**src/rtl/clock_time_pkg.sv**
```systemverilog
// Shared widths, count limits and FSM state type for the clock time keeper.
package clock_time_pkg;

  localparam int SEC_W   = 6;
  localparam int MIN_W   = 6;
  localparam int HOUR_W  = 5;
  localparam int SEC_MAX = 59;
  localparam int MIN_MAX = 59;

  typedef enum logic {
    RUN = 1'b0,
    SET = 1'b1
  } state_e;

  // Modulo-60 style increment shared by the seconds and minutes counters.
  function automatic logic [5:0] wrapInc6(input logic [5:0] value, input logic [5:0] maxValue);
    return (value == maxValue) ? 6'd0 : value + 6'd1;
  endfunction

endpackage

```
**src/rtl/clock_time_keeper_edge_sync.sv**
```systemverilog
// edge_sync: multi-stage synchronizer for one asynchronous input, followed by a
// rising-edge detector that emits a single-cycle pulse.
module edge_sync #(
  parameter int SYNC_STAGES = 2
) (
  input  logic clk_i,
  input  logic rst_ni,
  input  logic async_i,
  output logic level_o,
  output logic pulse_o
);

  logic [SYNC_STAGES-1:0] sync_q;
  logic                   prev_q;

  always_ff @(posedge clk_i or negedge rst_ni) begin
    if (!rst_ni) begin
      sync_q <= '0;
      prev_q <= 1'b0;
    end else begin
      sync_q <= {sync_q[SYNC_STAGES-2:0], async_i};
      prev_q <= sync_q[SYNC_STAGES-1];
    end
  end

  // Pulse is decoded from flops only, so downstream sees it SYNC_STAGES cycles after the edge.
  assign level_o = sync_q[SYNC_STAGES-1];
  assign pulse_o = sync_q[SYNC_STAGES-1] & ~prev_q;

endmodule

```
**src/rtl/clock_time_keeper.sv**
```systemverilog
// Time-of-day counter (hh:mm:ss) with a RUN/SET mode FSM and button-driven setting.
// Optional alarm comparator enabled by defining CLOCK_ALARM_EN.
module clock_time_keeper
  import clock_time_pkg::*;
#(
  parameter int SYNC_STAGES  = 2,
  parameter int HOUR_MODULUS = 24
) (
  input  logic              clock_in,
  input  logic              reset_n,
  input  logic              tick_in,
  input  logic              set_mode,
  input  logic              inc_min,
  input  logic              inc_hour,
`ifdef CLOCK_ALARM_EN
  input  logic [HOUR_W-1:0] alarm_hour,
  input  logic [MIN_W-1:0]  alarm_min,
  output logic              alarm_on,
`endif
  output logic [SEC_W-1:0]  seconds,
  output logic [MIN_W-1:0]  minutes,
  output logic [HOUR_W-1:0] hours,
  output logic              day_carry
);

  localparam logic [SEC_W-1:0]  SecMax  = SEC_W'(SEC_MAX);
  localparam logic [MIN_W-1:0]  MinMax  = MIN_W'(MIN_MAX);
  localparam logic [HOUR_W-1:0] HourMax = HOUR_W'(HOUR_MODULUS - 1);

  logic tickPulse;
  logic minPulse;
  logic hourPulse;
  logic setLevel;
  logic unusedTickLevel;
  logic unusedMinLevel;
  logic unusedHourLevel;
  logic unusedSetPulse;

  state_e            state_q, state_d;
  logic [SEC_W-1:0]  sec_q, sec_d;
  logic [MIN_W-1:0]  min_q, min_d;
  logic [HOUR_W-1:0] hour_q, hour_d;
  logic              carry_q, carry_d;

  edge_sync #(.SYNC_STAGES(SYNC_STAGES)) uTickSync (
    .clk_i   (clock_in),
    .rst_ni  (reset_n),
    .async_i (tick_in),
    .level_o (unusedTickLevel),
    .pulse_o (tickPulse)
  );

  edge_sync #(.SYNC_STAGES(SYNC_STAGES)) uMinSync (
    .clk_i   (clock_in),
    .rst_ni  (reset_n),
    .async_i (inc_min),
    .level_o (unusedMinLevel),
    .pulse_o (minPulse)
  );

  edge_sync #(.SYNC_STAGES(SYNC_STAGES)) uHourSync (
    .clk_i   (clock_in),
    .rst_ni  (reset_n),
    .async_i (inc_hour),
    .level_o (unusedHourLevel),
    .pulse_o (hourPulse)
  );

  edge_sync #(.SYNC_STAGES(SYNC_STAGES)) uSetSync (
    .clk_i   (clock_in),
    .rst_ni  (reset_n),
    .async_i (set_mode),
    .level_o (setLevel),
    .pulse_o (unusedSetPulse)
  );

  // A tick arriving in the same cycle as RUN->SET is dropped because the mode change wins.
  always_comb begin
    state_d = state_q;
    sec_d   = sec_q;
    min_d   = min_q;
    hour_d  = hour_q;
    carry_d = 1'b0;
    case (state_q)
      RUN: begin
        if (setLevel) begin
          state_d = SET;
          sec_d   = '0;
        end else if (tickPulse) begin
          sec_d = wrapInc6(sec_q, SecMax);
          if (sec_q == SecMax) begin
            min_d = wrapInc6(min_q, MinMax);
            if (min_q == MinMax) begin
              if (hour_q == HourMax) begin
                hour_d  = '0;
                carry_d = 1'b1;
              end else begin
                hour_d = hour_q + 1'b1;
              end
            end
          end
        end
      end
      SET: begin
        sec_d = '0;
        if (minPulse) begin
          min_d = wrapInc6(min_q, MinMax);
        end
        if (hourPulse) begin
          hour_d = (hour_q == HourMax) ? '0 : hour_q + 1'b1;
        end
        if (!setLevel) begin
          state_d = RUN;
        end
      end
    endcase
  end

  always_ff @(posedge clock_in or negedge reset_n) begin
    if (!reset_n) begin
      state_q <= RUN;
      sec_q   <= '0;
      min_q   <= '0;
      hour_q  <= '0;
      carry_q <= 1'b0;
    end else begin
      state_q <= state_d;
      sec_q   <= sec_d;
      min_q   <= min_d;
      hour_q  <= hour_d;
      carry_q <= carry_d;
    end
  end

  assign seconds   = sec_q;
  assign minutes   = min_q;
  assign hours     = hour_q;
  assign day_carry = carry_q;

`ifdef CLOCK_ALARM_EN
  logic alarm_q, alarm_d;

  // Compares the registered time, so the alarm follows the count by one cycle.
  always_comb begin
    alarm_d = (state_q == RUN) && (hour_q == alarm_hour) && (min_q == alarm_min);
  end

  always_ff @(posedge clock_in or negedge reset_n) begin
    if (!reset_n) begin
      alarm_q <= 1'b0;
    end else begin
      alarm_q <= alarm_d;
    end
  end

  assign alarm_on = alarm_q;
`endif

endmodule

```
**config.mk**
```make
export PLATFORM = sky130hd
export DESIGN_NAME = clock_time_keeper
export DESIGN_NICKNAME = d
export VERILOG_FILES = /design/src/rtl/clock_time_pkg.sv /design/src/rtl/clock_time_keeper_edge_sync.sv /design/src/rtl/clock_time_keeper.sv
export SDC_FILE = /design/constraint.sdc
export NUM_CORES = 1
export LEC_CHECK = 0
export BUFFER_PORTS_ARGS = -buffer_cell sky130_fd_sc_hd__buf_2
export CELL_PAD_IN_SITES_DETAIL_PLACEMENT = 2
export CELL_PAD_IN_SITES_GLOBAL_PLACEMENT = 2
export CORE_ASPECT_RATIO = 0.6
export CORE_MARGIN = 2
export CORE_UTILIZATION = 31
export DETAILED_ROUTE_END_ITERATION = 12
export PLACE_DENSITY_LB_ADDON = 0.05
export SETUP_SLACK_MARGIN = 0.5
export SYNTH_ARGS = -nofsm -noshare
export SYNTH_HDL_FRONTEND = slang
export SYNTH_HIERARCHICAL = 1
export SYNTH_SLANG_ARGS = --single-unit
```
**constraint.sdc**
```tcl
create_clock -name clock_in -period 1.8 [get_ports clock_in]
set_input_delay 0.27 -clock clock_in [delete_from_list [all_inputs] [get_ports clock_in]]
set_output_delay 0.27 -clock clock_in [all_outputs]
set_load 0.1 [all_outputs]
```
# Yosys cells after proc, flatten, opt, wreduce, memory -nomap -nowiden
# Cells that the tools add are included.
[totals] ff_bits=30 in_bits=6 out_inout_bits=18 elab_cells=58
[op_classes] n_addsub=3 n_eq_ne=10 muxes=24 bitwise=7 reduce_logical=2
[op_table] operator="2-to-1 mux 6 bit" n=8
[op_table] operator="2-to-1 mux 5 bit" n=6
[op_table] operator="case mux 6 bit (2 select lines)" n=2
[op_table] operator="adder 6 x 1 -> 6 bit, second input constant" n=2
[op_table] operator="equality test 6 bit, second input constant" n=2
[op_table] operator="!= test 2 bit, second input constant" n=6
[op_table] operator="case mux 5 bit (2 select lines)" n=1
[op_table] operator="2-to-1 mux 1 bit" n=7
[op_table] operator="adder 5 x 1 -> 5 bit, second input constant" n=1
[op_table] operator="equality test 5 bit, second input constant" n=1
[op_table] operator="AND reduction 5 bit" n=1
[op_table] operator="inverter 1 bit" n=4
[op_table] operator="AND reduction 4 bit" n=1
[op_table] operator="AND 1 bit" n=3
[op_table] operator="!= test 3 x 2 -> 1 bit, second input constant" n=1

# Logic depth before layout (Yosys ltp)
[depth] ltp_word=7 ltp_mapped=7 depth_no_buf=6

# By module
# Netlist, hierarchy kept.
[modules_own_cells] module="clock_time_keeper" instances=1 cells_each=99 area_each_um2=968.4
[modules_own_cells] module="edge_sync" instances=4 cells_each=4 area_each_um2=88.8

# Least setup slack after synthesis
# OpenSTA, ideal clock, no wires.
[synth_path] path_type="register -> register" start="register sec_q[0], in the netlist seconds[0]" end="register hour_q[4], in the netlist hours[4]" t_arrival_ps=2402 required_ps=1730 path_slack_ps=-672 path_stages_with_launch=7 n_path_buf=0 path_cell_list="dfrtp_1 ha_1 nand2_1 nor4b_4 a22oi_2 or4b_1 nand2_1"
[synth_between] elab_chain_len=3
[synth_rtl] element="from (decl)" line="clock_time_keeper.sv:40" text="logic [SEC_W-1:0] sec_q, sec_d;"
[synth_rtl] element="from (signal assigned)" line="clock_time_keeper.sv:122" text="sec_q <= '0;"
[synth_rtl] element="from (signal assigned)" line="clock_time_keeper.sv:128" text="sec_q <= sec_d;"
[synth_rtl] element="equality test 6 bit" line="clock_time_keeper.sv:91" text="if (sec_q == SecMax) begin"
[synth_rtl] element="!= test 2 bit (no line)"
[synth_rtl] element="AND reduction 5 bit (no line)"
[synth_rtl] element="to (signal assigned)" line="clock_time_keeper.sv:130" text="hour_q <= hour_d;"
[synth_rtl] element="to (decl)" line="clock_time_keeper.sv:42" text="logic [HOUR_W-1:0] hour_q, hour_d;"
# Every way passes these cells.
# A chain may end at the register's enable or synchronous reset.

# Worst setup path after layout
[layout_path] start="register sec_q[2], in the netlist seconds[2]" end="register hour_q[4], in the netlist hours[4]"
# Same word-level chain as after synthesis.

==> results.json <==
{
  "layout-drive-gt1-share": 0.563,
  "wl_per_cell_um": 17.7,
  "yosysWarnings": 6,
  "setup_ws_ns": 0.0133,
  "drt_wl_total_mm": 3.72,
  "synth_nets": 122,
  "cts-root-buf": "clkbuf_8",
  "p_leak_nw": 0.867,
  "fin_tns_setup_ns": 0,
  "max_cap_violations": 0,
  "path_class": "flop to flop",
  "rsz0062_at_grt": "yes",
  "cts_max_path_buffers": 2,
  "syn_inst": 113,
  "area_growth_syn_to_layout_pct": 59.4,
  "place_area_sq_mm": 0.00154,
  "fmax_mhz": 560,
  "critPathCaptureType": "flop",
  "syn_area_sq_mm": 0.00128,
  "fin_crit_sh": 0.993,
  "dieHeight_um": 53.9,
  "drtAntennaViolNets": 0,
  "first_pass_iters": 4,
  "status": "finished clean",
  "hold_path_class": "primary input to async pin",
  "tightestPinTransition_ns": 0.682,
  "path_max_fanout": 3,
  "ir_worst_vdd_v": 0.000974,
  "drt_iter0_markers": 18,
  "startpoint": "seconds[2]",
  "setup_violations": 0,
  "ios": 24,
  "final_max_slew_viol_count": 0,
  "cp.arrival_ns": 2.01,
  "place.gp.congestion": 0.725,
  "numPortBuffers": 23,
  "placementRows": 18,
  "die_area_sq_mm": 0.00469,
  "vias": 1080,
  "fillCellCount": 405,
  "nets": 168,
  "slew-limit-headroom": 0.545,
  "cts_tree": "built",
  "grt_pass1_vias": 1157,
  "antenna_found_initial": 0,
  "p_per_area_mw_per_mm2": 1270,
  "overflow": 0,
  "drc": 0,
  "r2r_start": "seconds[2]",
  "grt_pass1_wl_mm": 5.75,
  "post-place-ws_ns": 0.000696,
  "clkLatencyLatePin_ns": 0.28,
  "die_w_um": 87.1,
  "core_region_area_sq_mm": 0.00405,
  "grtUsageTotal": 0.174,
  "skew_ns": 0.00196,
  "numCtsBuffers": 5,
  "hold_buffers": 0,
  "syn_area_per_cell_sq_um": 11.4,
  "whs_ns": 0.0256,
  "clk_pin_slew_ns": 0.06,
  "final_util": 0.505,
  "finalHoldViolations": 0,
  "viasPerCell": 5.14,
  "grt_max_degree": 31,
  "dpl.hpwl_mm": 2.23,
  "cts_sinks": 30,
  "min_period_ns": 1.79,
  "start_util": 0.317,
  "antenna_cells": 0,
  "start_kind": "flop",
  "htreeDepth": 2,
  "postLayoutCellArea_sq_mm": 0.00205,
  "required_ns": 2.02
}
metal layers:
metal / vias to the layer above / wire [um] / GRT usage
met5: - / 0 / 0
met4: 0 / 69 / 0.100
met3: 7 / 111 / 0.0506
met2: 18 / 1740 / 0.265
met1: 558 / 1800 / 0.226
li1: 497 / - / -
timing repair:
action | 4_1_cts | 5_1_grt
buffers inserted | 13 | 2
resized for setup | 57 | 32
pin swaps | 10 | 7
endpoints found under the setup margin | 30 | 24
where the power goes:
part	total [mW]	leakage [nW]	internal, mW	switching (mW)
Sequential	0.925	0.358	0.784	0.141
Clock	0.556	0.0482	0.308	0.249
Combinational	1.13	0.460	0.336	0.793
Total	2.61	0.867	1.43	1.18
placed cells by master (no fill, tap or decap), types with 2 or more instances in the layout:
cell type / count
dfrtp_1: 16
buf_6: 16
buf_4: 13
nand2_1: 9
dfrtp_4: 8
nor2_1: 7
buf_12: 7
clkbuf_8: 6
dfrtp_2: 6
nand3_1: 5
buf_2: 5
o21ai_1: 4
o21ai_0: 4
nand2b_1: 3
o21ai_2: 3
nor3_2: 3
a21o_1: 3
nor2b_4: 3
nand4b_1: 2
xnor2_1: 2
o211ai_1: 2
a21oi_1: 2
nand2_2: 2
ha_4: 2
stage by stage:
stage          power (mW)  std cells
3_3_place_gp         1.77        187
3_5_place_dp         1.80        187
4_1_cts              2.55        208
5_1_grt              2.73        210
6_report             2.61        210
2_1_floorplan        1.62        113
flip-flops by register name (all words and copies together) (netlist names):
register and count:
state_q 1, uSetSync/sync_q 2, day_carry 1, uTickSync/prev_q 1, uHourSync/sync_q 2, minutes 6
seconds 6, uTickSync/sync_q 2, hours 5, uHourSync/prev_q 1, uMinSync/sync_q 2, uMinSync/prev_q 1
worst max-delay path: stages (launching register included):
cell and delay, ns:
dfrtp_4 0.48, and4b_1 0.32, nor4b_4 0.28, a22oi_2 0.09
or4b_4 0.50, nand2_2 0.06
final timing paths:
| kind | cells after the start | slack, ns | endpoint |
|---|---|---|---|
| max | 5 | 0.01 | hours[4] |
| min in group clock_in | 1 | 0.09 | uHourSync/sync_q[0] |
| min reg2reg | 0 | 0.35 | uMinSync/sync_q[1] |
| max reg2reg | 5 | 0.01 | hours[4] |
| min | 1 | 0.03 | seconds[5] |
| max in group asynchronous | 1 | 1.26 | minutes[0] |
cell type report:
cell class	count	area, sq um	area share
timing repair buffer	42	458	0.224
clock inverter	1	5.00	0.00244
tap	50	62.6	0.0305
sequential	30	788	0.385
multi-input combinational	80	648	0.316
clock buffer	7	86.3	0.0422
Power figures use the tool's default switching activity.
